`src/rtl/sprite_pkg.sv`:
```
// Shared definitions for the sprite horizontal emitter: pipe-C field layout,
// FSM state type and the 16x16 h-shrink keep-mask table.
package sprite_pkg;

   localparam int SPR_SLOTS   = 16;
   localparam int X_LSB       = 0;
   localparam int HSHRINK_LSB = 9;
   localparam int HSHRINK_W   = 4;
   localparam int CHAIN_BIT   = 13;

   typedef enum logic {ST_IDLE, ST_EMIT} st_e;

   typedef logic [SPR_SLOTS-1:0][SPR_SLOTS-1:0] mask_tbl_t;

   // Pixel i survives shrink h when the scaled pixel boundary advances across it,
   // which spreads exactly h+1 kept pixels evenly over the 16 source columns.
   function automatic mask_tbl_t gen_hshrink_mask();
      mask_tbl_t t;
      t = '0;
      for (int h = 0; h < SPR_SLOTS; h++) begin
         for (int i = 0; i < SPR_SLOTS; i++) begin
            t[h][i] = (((i + 1) * (h + 1)) / SPR_SLOTS) != ((i * (h + 1)) / SPR_SLOTS);
         end
      end
      return t;
   endfunction

   localparam mask_tbl_t HSHRINK_MASK = gen_hshrink_mask();

   function automatic logic slot_kept(input logic [3:0] h, input logic [3:0] slot);
      return HSHRINK_MASK[h][slot];
   endfunction

endpackage

```
`src/rtl/sprite_hpos_slot.sv`:
```
// Slot sequencer for one active sprite: walks source columns 0..15 and emits the
// registered line-buffer address/enable/column. Clipping is built in when LB_CLIP_EN is defined.
module sprite_hpos_slot
   import sprite_pkg::*;
#(
   parameter int X_W       = 9,
   parameter int VIS_WIDTH = 320
) (
   input  logic           i_clk,
   input  logic           i_rst_n,
   input  logic           i_clr,
   input  logic           i_run,
   input  logic           i_start,
   input  logic [X_W-1:0] i_x,
   input  logic [3:0]     i_h,
   output logic [X_W-1:0] o_lb_addr,
   output logic           o_lb_we,
   output logic [3:0]     o_pix_idx,
   output logic           o_vld,
   output logic           o_last
);

`ifdef LB_CLIP_EN
   localparam logic CLIP_ON = 1'b1;
`else
   localparam logic CLIP_ON = 1'b0;
`endif

   logic [X_W-1:0] r_x;
   logic [3:0]     r_h;
   logic [3:0]     r_slot;
   logic [4:0]     r_kept;

   logic           w_keep;
   logic [X_W-1:0] w_addr;
   logic           w_visible;

   assign w_keep    = slot_kept(r_h, r_slot);
   assign w_addr    = r_x + X_W'(r_kept);
   assign w_visible = !CLIP_ON || (32'(w_addr) < 32'(VIS_WIDTH));
   assign o_last    = i_run && (r_slot == 4'd15);

   // Start wins over increment so a back-to-back sprite reloads on the slot-15 edge.
   always_ff @(posedge i_clk or negedge i_rst_n) begin
      if (!i_rst_n) begin
         r_x    <= '0;
         r_h    <= '0;
         r_slot <= '0;
         r_kept <= '0;
      end else if (i_clr) begin
         r_slot <= '0;
         r_kept <= '0;
      end else if (i_start) begin
         r_x    <= i_x;
         r_h    <= i_h;
         r_slot <= '0;
         r_kept <= '0;
      end else if (i_run) begin
         r_slot <= r_slot + 4'd1;
         r_kept <= r_kept + {4'b0, w_keep};
      end
   end

   always_ff @(posedge i_clk or negedge i_rst_n) begin
      if (!i_rst_n) begin
         o_lb_addr <= '0;
         o_lb_we   <= 1'b0;
         o_pix_idx <= '0;
         o_vld     <= 1'b0;
      end else if (i_clr) begin
         o_lb_we <= 1'b0;
         o_vld   <= 1'b0;
      end else if (i_run) begin
         o_lb_addr <= w_addr;
         o_lb_we   <= w_keep && w_visible;
         o_pix_idx <= r_slot;
         o_vld     <= 1'b1;
      end else begin
         o_lb_we <= 1'b0;
         o_vld   <= 1'b0;
      end
   end

endmodule

```
`src/rtl/sprite_hpos_emit.sv`:
```
// Sprite horizontal emitter: accepts pipe-C attributes, tracks chained x, holds one
// pending sprite and drives the slot sequencer. Optional clipping macro: LB_CLIP_EN.
module sprite_hpos_emit
   import sprite_pkg::*;
#(
   parameter int X_W       = 9,
   parameter int VIS_WIDTH = 320
) (
   input  logic           CLK_24M,
   input  logic           nRESET,
   input  logic           LINE_START,
   input  logic           SPR_LOAD,
   input  logic [15:0]    PIPE_C,
   output logic [X_W-1:0] LB_ADDR,
   output logic           LB_WE,
   output logic [3:0]     PIX_IDX,
   output logic           BUSY,
   output logic           SPR_DONE,
   output logic           OVERRUN,
   output st_e            o_dbg_state
);

   // SPR_LOAD is a valid-only pulse with no ready: a load is consumed on the edge it
   // is high (into active or pending), otherwise it is dropped and OVERRUN records it.

   st_e            r_state;
   logic [X_W-1:0] r_next_x;
   logic           r_pend_vld;
   logic [X_W-1:0] r_pend_x;
   logic [3:0]     r_pend_h;

   logic [3:0]     w_h;
   logic           w_chain;
   logic [X_W-1:0] w_x_eff;
   logic [X_W-1:0] w_next_sum;
   logic           w_load;
   logic           w_slot_last;
   logic           w_out_vld;
   logic           w_to_active;
   logic           w_to_pend;
   logic           w_drop;
   logic           w_pend_pop;
   logic           w_start;
   logic [X_W-1:0] w_start_x;
   logic [3:0]     w_start_h;
   logic           w_unused_bits;

   assign w_h           = PIPE_C[HSHRINK_LSB +: HSHRINK_W];
   assign w_chain       = PIPE_C[CHAIN_BIT];
   assign w_x_eff       = w_chain ? r_next_x : PIPE_C[X_LSB +: X_W];
   assign w_next_sum    = w_x_eff + X_W'(w_h) + X_W'(1);
   assign w_load        = SPR_LOAD && !LINE_START;
   assign w_unused_bits = &{1'b0, PIPE_C[15:14]};

   // A load landing on the slot-15 edge with nothing pending goes straight to active
   // so it is not stranded in pending while the FSM falls back to idle.
   assign w_to_active = w_load && ((r_state == ST_IDLE) ||
                                   (r_state == ST_EMIT && w_slot_last && !r_pend_vld));
   assign w_to_pend   = w_load && !w_to_active && !r_pend_vld;
   assign w_drop      = w_load && !w_to_active && r_pend_vld;
   assign w_pend_pop  = !LINE_START && (r_state == ST_EMIT) && w_slot_last && r_pend_vld;
   assign w_start     = w_to_active || w_pend_pop;
   assign w_start_x   = w_pend_pop ? r_pend_x : w_x_eff;
   assign w_start_h   = w_pend_pop ? r_pend_h : w_h;

   assign BUSY        = (r_state == ST_EMIT) || r_pend_vld || w_out_vld;
   assign o_dbg_state = r_state;

   always_ff @(posedge CLK_24M or negedge nRESET) begin
      if (!nRESET) begin
         r_state    <= ST_IDLE;
         r_next_x   <= '0;
         r_pend_vld <= 1'b0;
         r_pend_x   <= '0;
         r_pend_h   <= '0;
         OVERRUN    <= 1'b0;
         SPR_DONE   <= 1'b0;
      end else if (LINE_START) begin
         r_state    <= ST_IDLE;
         r_next_x   <= '0;
         r_pend_vld <= 1'b0;
         OVERRUN    <= 1'b0;
         SPR_DONE   <= 1'b0;
      end else begin
         SPR_DONE <= w_out_vld && (PIX_IDX == 4'd15);
         if (w_to_active || w_to_pend) begin
            r_next_x <= w_next_sum;
         end
         if (w_to_pend) begin
            r_pend_vld <= 1'b1;
            r_pend_x   <= w_x_eff;
            r_pend_h   <= w_h;
         end else if (w_pend_pop) begin
            r_pend_vld <= 1'b0;
         end
         if (w_drop) begin
            OVERRUN <= 1'b1;
         end
         case (r_state)
            ST_IDLE: if (w_to_active) r_state <= ST_EMIT;
            ST_EMIT: if (w_slot_last && !w_start) r_state <= ST_IDLE;
            default: r_state <= ST_IDLE;
         endcase
      end
   end

   sprite_hpos_slot #(
      .X_W       (X_W),
      .VIS_WIDTH (VIS_WIDTH)
   ) u_slot (
      .i_clk     (CLK_24M),
      .i_rst_n   (nRESET),
      .i_clr     (LINE_START),
      .i_run     (r_state == ST_EMIT),
      .i_start   (w_start),
      .i_x       (w_start_x),
      .i_h       (w_start_h),
      .o_lb_addr (LB_ADDR),
      .o_lb_we   (LB_WE),
      .o_pix_idx (PIX_IDX),
      .o_vld     (w_out_vld),
      .o_last    (w_slot_last)
   );

endmodule

```
`config.mk`:
```
export PLATFORM = sky130hd
export DESIGN_NAME = sprite_hpos_emit
export DESIGN_NICKNAME = d
export VERILOG_FILES = /design/src/rtl/sprite_pkg.sv /design/src/rtl/sprite_hpos_slot.sv /design/src/rtl/sprite_hpos_emit.sv
export SDC_FILE = /design/constraint.sdc
export NUM_CORES = 1
export LEC_CHECK = 0
export CAP_MARGIN = 20
export CORE_MARGIN = 2
export CORE_UTILIZATION = 61
export DETAILED_ROUTE_END_ITERATION = 6
export PLACE_DENSITY = 0.85
export SETUP_SLACK_MARGIN = 0.5
export SYNTH_ARGS = -nofsm -noshare
export SYNTH_HDL_FRONTEND = slang
export SYNTH_HIERARCHICAL = 1
export SYNTH_SLANG_ARGS = --single-unit
export TNS_END_PERCENT = 30
```
`constraint.sdc`:
```
create_clock -name CLK_24M -period 7.71 [get_ports CLK_24M]
set_input_delay 1.9275 -clock CLK_24M [delete_from_list [all_inputs] [get_ports CLK_24M]]
set_output_delay 1.9275 -clock CLK_24M [all_outputs]
set_load 0.03 [all_outputs]
```
==> results.cfg <==
[timing]
hold_viol_final = 0
setup_tns_ns = 0
slew_violations = 0
max_slew_margin_pct = 40.5
worstMarginPinSlew_ns = 0.888
rsz0062_at_grt = no
skew_ns = 0.00618
whs_ns = 0.475
post-route-period-util_pct = 60.1
min_period_ns = 4.63
setup_ws_ns = 3.08
fmax_ghz = 0.216
setup_viol = 0

[yosys]
synth_edf_count = 0
synth_async_sr_flop_share_pct = 100
postSynthAreaPerCell_sq_um = 9.80
synth_warnings = 6
yosys-top-cells-area = dfrtp_1, ha_1, mux2_2, nor2_1, a21oi_1
yosysTopAreaCell = dfrtp_1
synth_top_area_share_pct = 43.3
synth_flop_cell = dfrtp_1
ys_seq_area_share_pct = 43.3
synth_fp_nets = 413
synth_area_sq_um = 3640
ys_seq_elements = 63
synthesis.instances = 372
ys_types = 55

[cts]
clk_pin_slew_ns = 0.07
post_cts_buffers = 0
cts-root-buf = clkbuf_8
cts_resized = 0
cts_buffer_depth = 2
cts_tree = yes
clk_latency_ns = 0.34
cts.sinks = 63
numCtsBuffers = 9
cts_hold_buf = 0
htree_levels = 3

[pwr]
p_leak_uw = 0.00189
peakVddDrop_uv = 163
power_density_nw_per_um2 = 246

[setup_path]
cpPeakStageDelay_ns = 0.88
cp.arrival_ns = 4.86
cp_cell_sequence = clkdlybuf4s50_1 -> mux2i_1 -> ha_1 -> fa_1 -> nand2b_1 -> a21oi_1 -> nand2_1 -> xor2_1 -> a22o_1
r2r_cells = 12
worstSetupStartpoint = PIPE_C[13]
critical_path_class = input pin to flip-flop
crit_fanout = 12
crit_slowest_cell = clkdlybuf4s50_1
cp-start-kind = input pin
reg2reg_from = u_slot/r_h[0]
endpoint_kind = flip-flop
worstPathRequired_ns = 7.94

[placement]
post-dp-hpwl_um = 5120
gp_congestion = 0.885
portBuffers = 35
dp_slack_ns = 2.76

[route]
first_iter_violations = 176
drc = 0
viasPerCell = 5.88
vias = 2839
route.met2.wl_um = 3700
m1WireLength_um = 3220
wl_met3_um = 236
antenna_left = 0
drt-total-wl_um = 7300
top_layer_used = met4
first_pass_iters = 5
wl_per_cell_um = 15.1

[global_route]
grt_pass1_wl_um = 12000
antenna_found_initial = 0
grt_max_degree = 64
gr-total-overflow = 0
track_usage_pct = 23.7
grt_pass1_vias = 2663

[floorplan]
pin_count = 38
core_area_sq_um = 5850
initial_utilization_pct = 62.3
rows = 28
chipHeight_um = 81.3
dieArea_sq_um = 6610
die_x_um = 81.3

[final_layout]
num_antenna_cells = 0
syn_to_final_growth_pct = 16.4
layout-drive-gt1-share_pct = 11.3
nets = 444

[min_path]
hold_depth = 2
hp-class = flip-flop to flip-flop
hp-start = u_slot/o_lb_addr[5]

[run]
drv_cap = 0

[status]
status = finished clean
[metal layers]
metal / GRT usage [%] / vias up
met3: 4.89 / 14
met1: 28.4 / 1388
li1: - / 1376
met5: 0 / -
met4: 10.3 / 0
met2: 41.1 / 61
[cell usage in the layout, fill, tap and decap left out, types with 3 or more instances in the layout]
master / instances
clkdlybuf4s50_1: 34
nand3_1: 4
a22o_1: 5
a21oi_1: 28
a31oi_1: 4
xnor2_1: 4
ha_1: 19
nor2b_1: 4
nand2b_1: 7
xor2_1: 13
o21ai_0: 22
dfrtp_1: 63
buf_4: 4
o21ai_1: 3
o2111ai_1: 3
nand4_1: 3
mux2_2: 20
nor2_1: 42
inv_1: 19
o31ai_1: 5
nand2_1: 30
mux2i_1: 13
clkbuf_8: 11
[report_power, final]
group / switching (uW) / internal (uW) / total (uW)
Clock: 122 / 200 / 321
Combinational: 147 / 128 / 275
Sequential: 56.7 / 391 / 448
Total: 325 / 719 / 1040
[stage by stage]
stage	total power [uW]	cells	area, sq um	utilization [%]
2_1_floorplan	635	372	3640	-
3_3_place_gp	713	466	4010	68.6
3_5_place_dp	727	467	4020	68.7
4_1_cts	1050	483	4240	72.5
5_1_grt	1100	483	4240	72.5
6_report	1040	483	4240	72.5
[Yosys cell counts, types with 2 or more instances]
library cell / number
a311oi_1: 2
a21boi_0: 2
nor3_1: 2
or2b_1: 2
buf_6: 2
mux2i_1: 13
a2111oi_0: 2
or3_1: 2
dfrtp_1: 63
a31oi_1: 4
xor2_1: 13
ha_1: 19
nand3_1: 4
inv_1: 19
o31ai_1: 5
nor2_1: 42
a211oi_1: 2
a21o_1: 2
xnor2_1: 4
clkbuf_1: 10
buf_2: 6
a21oi_1: 28
o2111ai_1: 3
nand2_1: 30
fa_1: 2
a22o_1: 5
o21ai_0: 22
nand4_1: 3
nor2b_1: 4
mux2_2: 20
nand2b_1: 7
and4_1: 2
o211ai_1: 2
o21ai_1: 3
[worst paths after layout]
| path | to | slack, ns |
|---|---|---|
| min in group asynchronous | r_next_x[8] | 1.75 |
| min | u_slot/o_lb_addr[5] | 0.47 |
| min reg2reg | u_slot/o_lb_addr[5] | 0.47 |
| max reg2reg | u_slot/r_kept[4] | 4.81 |
| max | r_next_x[6] | 3.08 |
| max in group asynchronous | u_slot/r_slot[1] | 5.45 |
[kinds of logic (layout without fill, tap and decap cells)]
group / after synthesis / after routing / synth area share [%]
buffers and inverters: 38 / 74 / 4.53
AOI/OAI and AO/OA: 91 / 91 / 15.9
DFF: 63 / 63 / 43.3
and+or+nand+nor: 107 / 107 / 14.2
xor gates and xnor gates: 17 / 17 / 4.09
muxes: 34 / 34 / 10.1
adders and majority gates: 22 / 22 / 7.93
[state kept, by name (all words and copies together), names as in the netlist, 4 cells and up]
register	flops
r_next_x	9
r_pend_h	4
r_pend_x	9
u_slot/o_lb_addr	9
u_slot/o_pix_idx	4
u_slot/r_h	4
u_slot/r_kept	5
u_slot/r_slot	4
u_slot/r_x	9
[worst max-delay path: cells and delay by family]
kind	cells	cell delay, ns
AND/OR/NAND/NOR	2	0.32
buffers and inverters	1	0.88
adder cells (fa/ha/maj)	2	0.66
multiplexers	1	0.27
AO/OA/AOI/OAI	2	0.60
XOR/XNOR	1	0.18
[cell type report]
| type | count | area (sq um) |
|---|---|---|
| fillers | 411 | 1610 |
| clock inverters | 3 | 65.1 |
| flip-flops and latches | 63 | 1580 |
| well taps | 75 | 93.8 |
| inverters | 19 | 71.3 |
| repair buffers | 39 | 375 |
| clock buffers | 13 | 159 |
| multi-input cells | 271 | 1900 |
(Power assumes the default switching activity.)
